<file path="config.mk">
export PLATFORM = sky130hd
export DESIGN_NAME = syn_pipe_reg
export DESIGN_NICKNAME = d
export VERILOG_FILES = /design/src/rtl/syn_pipe_reg_pkg.sv /design/src/rtl/syn_perf_ctr.sv /design/src/rtl/syn_pipe_reg.sv
export SDC_FILE = /design/constraint.sdc
export NUM_CORES = 1
export LEC_CHECK = 0
export ABC_CLOCK_PERIOD_IN_PS = 1200
export BUFFER_PORTS_ARGS = -buffer_cell sky130_fd_sc_hd__buf_2
export CAP_MARGIN = 5
export CORE_MARGIN = 2
export CORE_UTILIZATION = 44
export CTS_BUF_LIST = sky130_fd_sc_hd__clkbuf_4 sky130_fd_sc_hd__clkbuf_8
export CTS_CLUSTER_SIZE = 24
export DETAILED_ROUTE_END_ITERATION = 16
export PLACE_DENSITY = 0.82
export SLEW_MARGIN = 40
export SYNTH_ARGS = -nofsm -noshare
export SYNTH_HDL_FRONTEND = slang
export SYNTH_SLANG_ARGS = --single-unit
</file>
<file path="constraint.sdc">
create_clock -name clk -period 1.2 [get_ports clk]
set_clock_uncertainty 0.2 [all_clocks]
set_input_delay 0.12 -clock clk [delete_from_list [all_inputs] [get_ports clk]]
set_output_delay 0.12 -clock clk [all_outputs]
set_load 0.02 [all_outputs]
</file>
<file path="src/rtl/syn_pipe_reg_pkg.sv">
// Shared constants for pipeline stage registers and profiling counters.
// Counter select codes, counter width and saturation limit.
package syn_pipe_reg_pkg;

  localparam int          PIPE_CTR_BIT = 32;
  localparam logic [31:0] PIPE_CTR_MAX = 32'hFFFF_FFFF;

  localparam logic [1:0] PIPE_CTR_CYC   = 2'd0;
  localparam logic [1:0] PIPE_CTR_STALL = 2'd1;
  localparam logic [1:0] PIPE_CTR_FLUSH = 2'd2;
  localparam logic [1:0] PIPE_CTR_PASS  = 2'd3;

  typedef struct packed {
    logic cyc;
    logic stall;
    logic flush;
    logic pass;
  } pipe_evt_t;

endpackage

</file>
<file path="src/rtl/syn_perf_ctr.sv">
// Saturating event counter for pipeline profiling.
// Synchronous clear has priority over increment; no wrap at the top.
module syn_perf_ctr
  import syn_pipe_reg_pkg::*;
(
  input  logic                    clk,
  input  logic                    rst,
  input  logic                    clr,
  input  logic                    inc,
  output logic [PIPE_CTR_BIT-1:0] count
);

  // clear wins; otherwise count up until the ceiling
  always_ff @(posedge clk) begin
    if (rst || clr) begin
      count <= '0;
    end else if (inc && (count != PIPE_CTR_MAX)) begin
      count <= count + 32'd1;
    end
  end

endmodule

</file>
<file path="src/rtl/syn_pipe_reg.sv">
// Pipeline stage register with hold (en) and bubble insert (nop).
// Define PIPE_PERF_EN to build the stall/flush profiling counters.
`ifndef IM_ADDR_BIT
`define IM_ADDR_BIT 10
`endif

module syn_pipe_reg
  import syn_pipe_reg_pkg::*;
#(
  parameter int DATA_W = 64,
  parameter int PC_W   = `IM_ADDR_BIT
) (
  input  logic              clk,
  input  logic              rst,
  input  logic              en,
  input  logic              nop,
  input  logic              in_valid,
  input  logic [PC_W-1:0]   in_pc,
  input  logic [DATA_W-1:0] in_data,
  output logic              out_valid,
  output logic [PC_W-1:0]   out_pc,
  output logic [DATA_W-1:0] out_data,
  input  logic [1:0]        ctr_sel,
  input  logic              ctr_clr,
  output logic [31:0]       ctr_val
);

  // stage contents: bubble beats load, load beats hold
  always_ff @(posedge clk) begin
    if (rst || nop) begin
      out_valid <= 1'b0;
      out_pc    <= '0;
      out_data  <= '0;
    end else if (en) begin
      out_valid <= in_valid;
      out_pc    <= in_pc;
      out_data  <= in_data;
    end
  end

`ifdef PIPE_PERF_EN
  pipe_evt_t         evt;
  logic [31:0]       cnt_cyc;
  logic [31:0]       cnt_stall;
  logic [31:0]       cnt_flush;
  logic [31:0]       cnt_pass;
  logic [31:0]       ctr_mux;

  // classify this cycle for the profiling counters
  always_comb begin
    evt       = '0;
    evt.cyc   = 1'b1;
    evt.stall = !nop && !en;
    evt.flush = nop && in_valid;
    evt.pass  = !nop && en && in_valid;
  end

  syn_perf_ctr u_cyc (
    .clk   (clk),
    .rst   (rst),
    .clr   (ctr_clr),
    .inc   (evt.cyc),
    .count (cnt_cyc)
  );

  syn_perf_ctr u_stall (
    .clk   (clk),
    .rst   (rst),
    .clr   (ctr_clr),
    .inc   (evt.stall),
    .count (cnt_stall)
  );

  syn_perf_ctr u_flush (
    .clk   (clk),
    .rst   (rst),
    .clr   (ctr_clr),
    .inc   (evt.flush),
    .count (cnt_flush)
  );

  syn_perf_ctr u_pass (
    .clk   (clk),
    .rst   (rst),
    .clr   (ctr_clr),
    .inc   (evt.pass),
    .count (cnt_pass)
  );

  // pick the counter addressed by ctr_sel
  always_comb begin
    ctr_mux = '0;
    unique case (ctr_sel)
      PIPE_CTR_CYC:   ctr_mux = cnt_cyc;
      PIPE_CTR_STALL: ctr_mux = cnt_stall;
      PIPE_CTR_FLUSH: ctr_mux = cnt_flush;
      PIPE_CTR_PASS:  ctr_mux = cnt_pass;
      default:        ctr_mux = '0;
    endcase
  end

  // read port sees pre-increment value, one cycle late
  always_ff @(posedge clk) begin
    if (rst) begin
      ctr_val <= '0;
    end else begin
      ctr_val <= ctr_mux;
    end
  end
`else
  logic unused_ctr;

  assign unused_ctr = ^{ctr_sel, ctr_clr};
  assign ctr_val    = '0;
`endif

endmodule

</file>
Yosys cells after proc, flatten, opt, wreduce, memory -nomap -nowiden:

Cells that the tools add are included.
W data, S select, Z words.

* reductions and logical operators: 1

Operator list (count)
* $logic_or A1 B1 Y1: 1

* input port bits: 82
* register bits after elaboration: 75
* output and inout bits: 107

Logic depth before layout (Yosys ltp):

* depth in word-level cells: 1
* depth in mapped cells: 5

Least setup slack after synthesis:

Ideal clock, no wire load.

* path type: input -> register
* start point: input port en
* end point: register out_data[20]
* path buffers: 3
* setup time: 0.114 ns
* arrival time: 0.693 ns
* cell stages on the path: 5
* path slack: 0.192 ns
* required time: 0.886 ns
* cell sequence: buf_6 buf_12 buf_12 mux2i_1 nor2_1

RTL lines
* start: declaration: RTL line syn_pipe_reg.sv:15 `input logic en,`
* end signal: assignment: RTL line syn_pipe_reg.sv:37 `out_data <= in_data;`
* end: declaration: RTL line syn_pipe_reg.sv:22 `output logic [DATA_W-1:0] out_data,`

Worst setup path after layout:

* start point: register out_data[9]
* end point: output port out_data[9]

No word-level cell between the ends.

==> summary.md <==
| Metric | Value |
|---|---|
| H-tree depth | 3 |
| Cell types occupying the most area after synthesis | sky130_fd_sc_hd__dfxtp_1, sky130_fd_sc_hd__mux2i_1, sky130_fd_sc_hd__nor2_1 |
| YS warnings | 0 |
| Count of boundary I/O pins | 189 |
| Final slew viol count | 0 |
| Clock period minus final worst setup slack | 1.17 ns |
| Dpl ws | 0.0234 ns |
| Max rail drop VDD | 0.000734 V |
| DP Cell Count | 495 |
| Crit end category | primary output |
| Critical path launch point type | register |
| First-pass GRT wire length | 11.7 mm |
| Final Power | 5.59 mW |
| Maximum clock path buffer count | 2 |
| Post-DP Area | 3610 µm² |
| Starting density of the core | 44.7% |
| Setup slack of the critical path after layout | 0.0274 ns |
| Total global routing overflow | 0 |
| Cells traversed along the worst timing path | buf_2 |
| Input/output buffers | 153 |
| Number of buffers created by CTS | 9 |
| Filler cell count in the final layout | 472 |
| Arrival time at the worst endpoint | 0.85 ns |
| Clock tree from TritonCTS | yes |
| Critical path required time | 0.88 ns |
| Full die area | 7510 µm² |
| Critical path's slowest cell | sky130_fd_sc_hd__dfxtp_1 |
| Remaining antenna violation count | 0 |
| Total number of clock tree sinks | 75 |
| Synthesized instance count | 276 |
| Class of the most critical hold timing path | input pin to register |
| Number of global-route vias before repair | 2572 |
| Critical Path Max Stage Delay | 0.35 ns |
| Gp weighted congestion | 0.689 |
| Number of DRC violations after detailed-routing iteration 0 | 76 |
| Setup TNS | 0 ns |
| Number of enable flip-flop cells after synthesis | 0 |
| Wire length after detailed routing | 7.91 mm |
| Count of endpoints failing setup in the final report | 0 |
| Total of flip-flops plus latches after synthesis | 75 |
| Number of core rows | 30 |
| Area growth, synth to finish | 54.2% |
| All-Layer GR Usage | 20.0% |
| Static power due to leakage | 2.42 nW |
| Library cell with the largest summed area after synthesis | sky130_fd_sc_hd__dfxtp_1 |
| Buffer and inverter count on the worst path | 1 |
| Number of hold violations in the final report | 0 |
| Final Core Density | 69.0% |
| Maximum frequency from static timing analysis | 0.853 GHz |
| Net count, final | 583 |
| Power density relative to cell area | 1210 nW/µm² |
| Run status | completed |
| Cell area after synthesis | 3010 µm² |
| Cell at the root of the clock tree | sky130_fd_sc_hd__clkbuf_8 |
| Tightest hold margin | 0.131 ns |
| Filler-free cell count of the finished design | 586 |
| Floorplan die width | 86.6 µm |
| Via/cell ratio | 4.44 |
| Antenna Cells | 0 |
| Share of final-layout standard cells stronger than drive strength 1 | 34.8% |
| Pin count of the biggest net entering global routing | 41 |
| First-pass detailed-route iteration total | 4 |
| Unique cell type count in the Yosys netlist | 9 |
| Final instance area | 4630 µm² |
| Die Span Y | 86.6 µm |
| Share of flip-flops with an asynchronous set or reset | 0% |
| Sequential fraction of the synthesis area | 50.0% |
| Gate family responsible for the most delay along the worst path | flip-flops |
| Number of remaining DRC errors | 0 |
| Ratio of final minimum period to clock period | 97.7% |
| Routed vias | 2602 |
| Top cell type's share of synthesized area | 50.0% |
| Clock latency of the later-clocked register in the worst-skew pair | 0.33 ns |
| Initial antenna violation count | 0 |
| Detailed Place HPWL | 4.44 mm |
| Type of the setup path with the least slack | register to primary output |
| Placeable Area | 6720 µm² |
| Ranking of synthesized cells by instance count | sky130_fd_sc_hd__dfxtp_1, sky130_fd_sc_hd__mux2i_1, sky130_fd_sc_hd__nor2_1 |
| Clock edge transition at the registers on the reported setup and hold paths | 0.08 ns |
| Crit-path max FO | 2 |
| Mean cell area of the mapped netlist | 10.9 µm² |
| Post-CTS setup buffer count | 0 |
| Routed len/inst | 13.5 µm |
| Top FF cell, synth | sky130_fd_sc_hd__dfxtp_1 |
| Maximum capacitance violations | 0 |
[routing by layer]
| layer | wire length (µm) | GRT usage, % |
|---|---|---|
| met5 | 0 | 0 |
| met3 | 545 | 5.14 |
| met4 | 166 | 8.95 |
| met1 | 3050 | 20.7 |
| met2 | 4150 | 37.3 |
[cell families after synthesis]
group	Yosys count	synth area share (%)
buf+inv	49	15.4
flops	75	50.0
mux	75	25.0
other cells	1	0.125
simple gates	76	9.58
[cell usage in the layout (no fill, tap or decap), drive strengths merged]
cell and n:
bufinv 1, buf 157, clkinvlp 2, nor2 75
dlygate4sd3 75, clkbuf 13, or2 1, dfxtp 75
conb 32, mux2i 75
[worst min-delay path: cells and delay by family]
kind | cells | cell delay [ns]
buffers and inverters | 2 | 0.27
AND/OR/NAND/NOR | 2 | 0.22
[where the power goes]
group          total [mW]  leakage (nW)  internal, mW  switching, mW
Combinational       0.940          1.70         0.467          0.473
Clock                2.03         0.105          1.16          0.879
Sequential           2.61         0.612          2.57         0.0431
Total                5.59          2.42          4.19           1.40
[worst paths after layout]
| check | startpoint | end | slack (ns) | depth (start not counted) |
|---|---|---|---|---|
| hold / removal | nop | out_data[13] | 0.13 | 4 |
| hold reg to reg | out_data[60] | out_data[60] | 0.29 | 2 |
| setup reg to reg | out_valid | out_valid | 0.33 | 2 |
| setup / recovery | out_data[9] | out_data[9] | 0.03 | 1 |
[what timing repair did]
item,CTS,global route
gates resized for setup,0,24
setup endpoints to repair,0,22
endpoints found under the hold margin,75,0
hold buffers,75,0
[final cells by class]
class	instances	area [µm²]	area share (%)
clock buffers	13	173	3.73
clock inverters	3	45.0	0.972
multi-input cells	183	1160	25.0
flip-flops and latches	75	1500	32.5
well taps	80	100	2.16
repair buffers	232	1650	35.7
[flip-flops by register name (all words and copies together), names as in the netlist]
register and cells:
out_valid 1, out_data 64, out_pc 10
(Power assumes the default switching activity.)
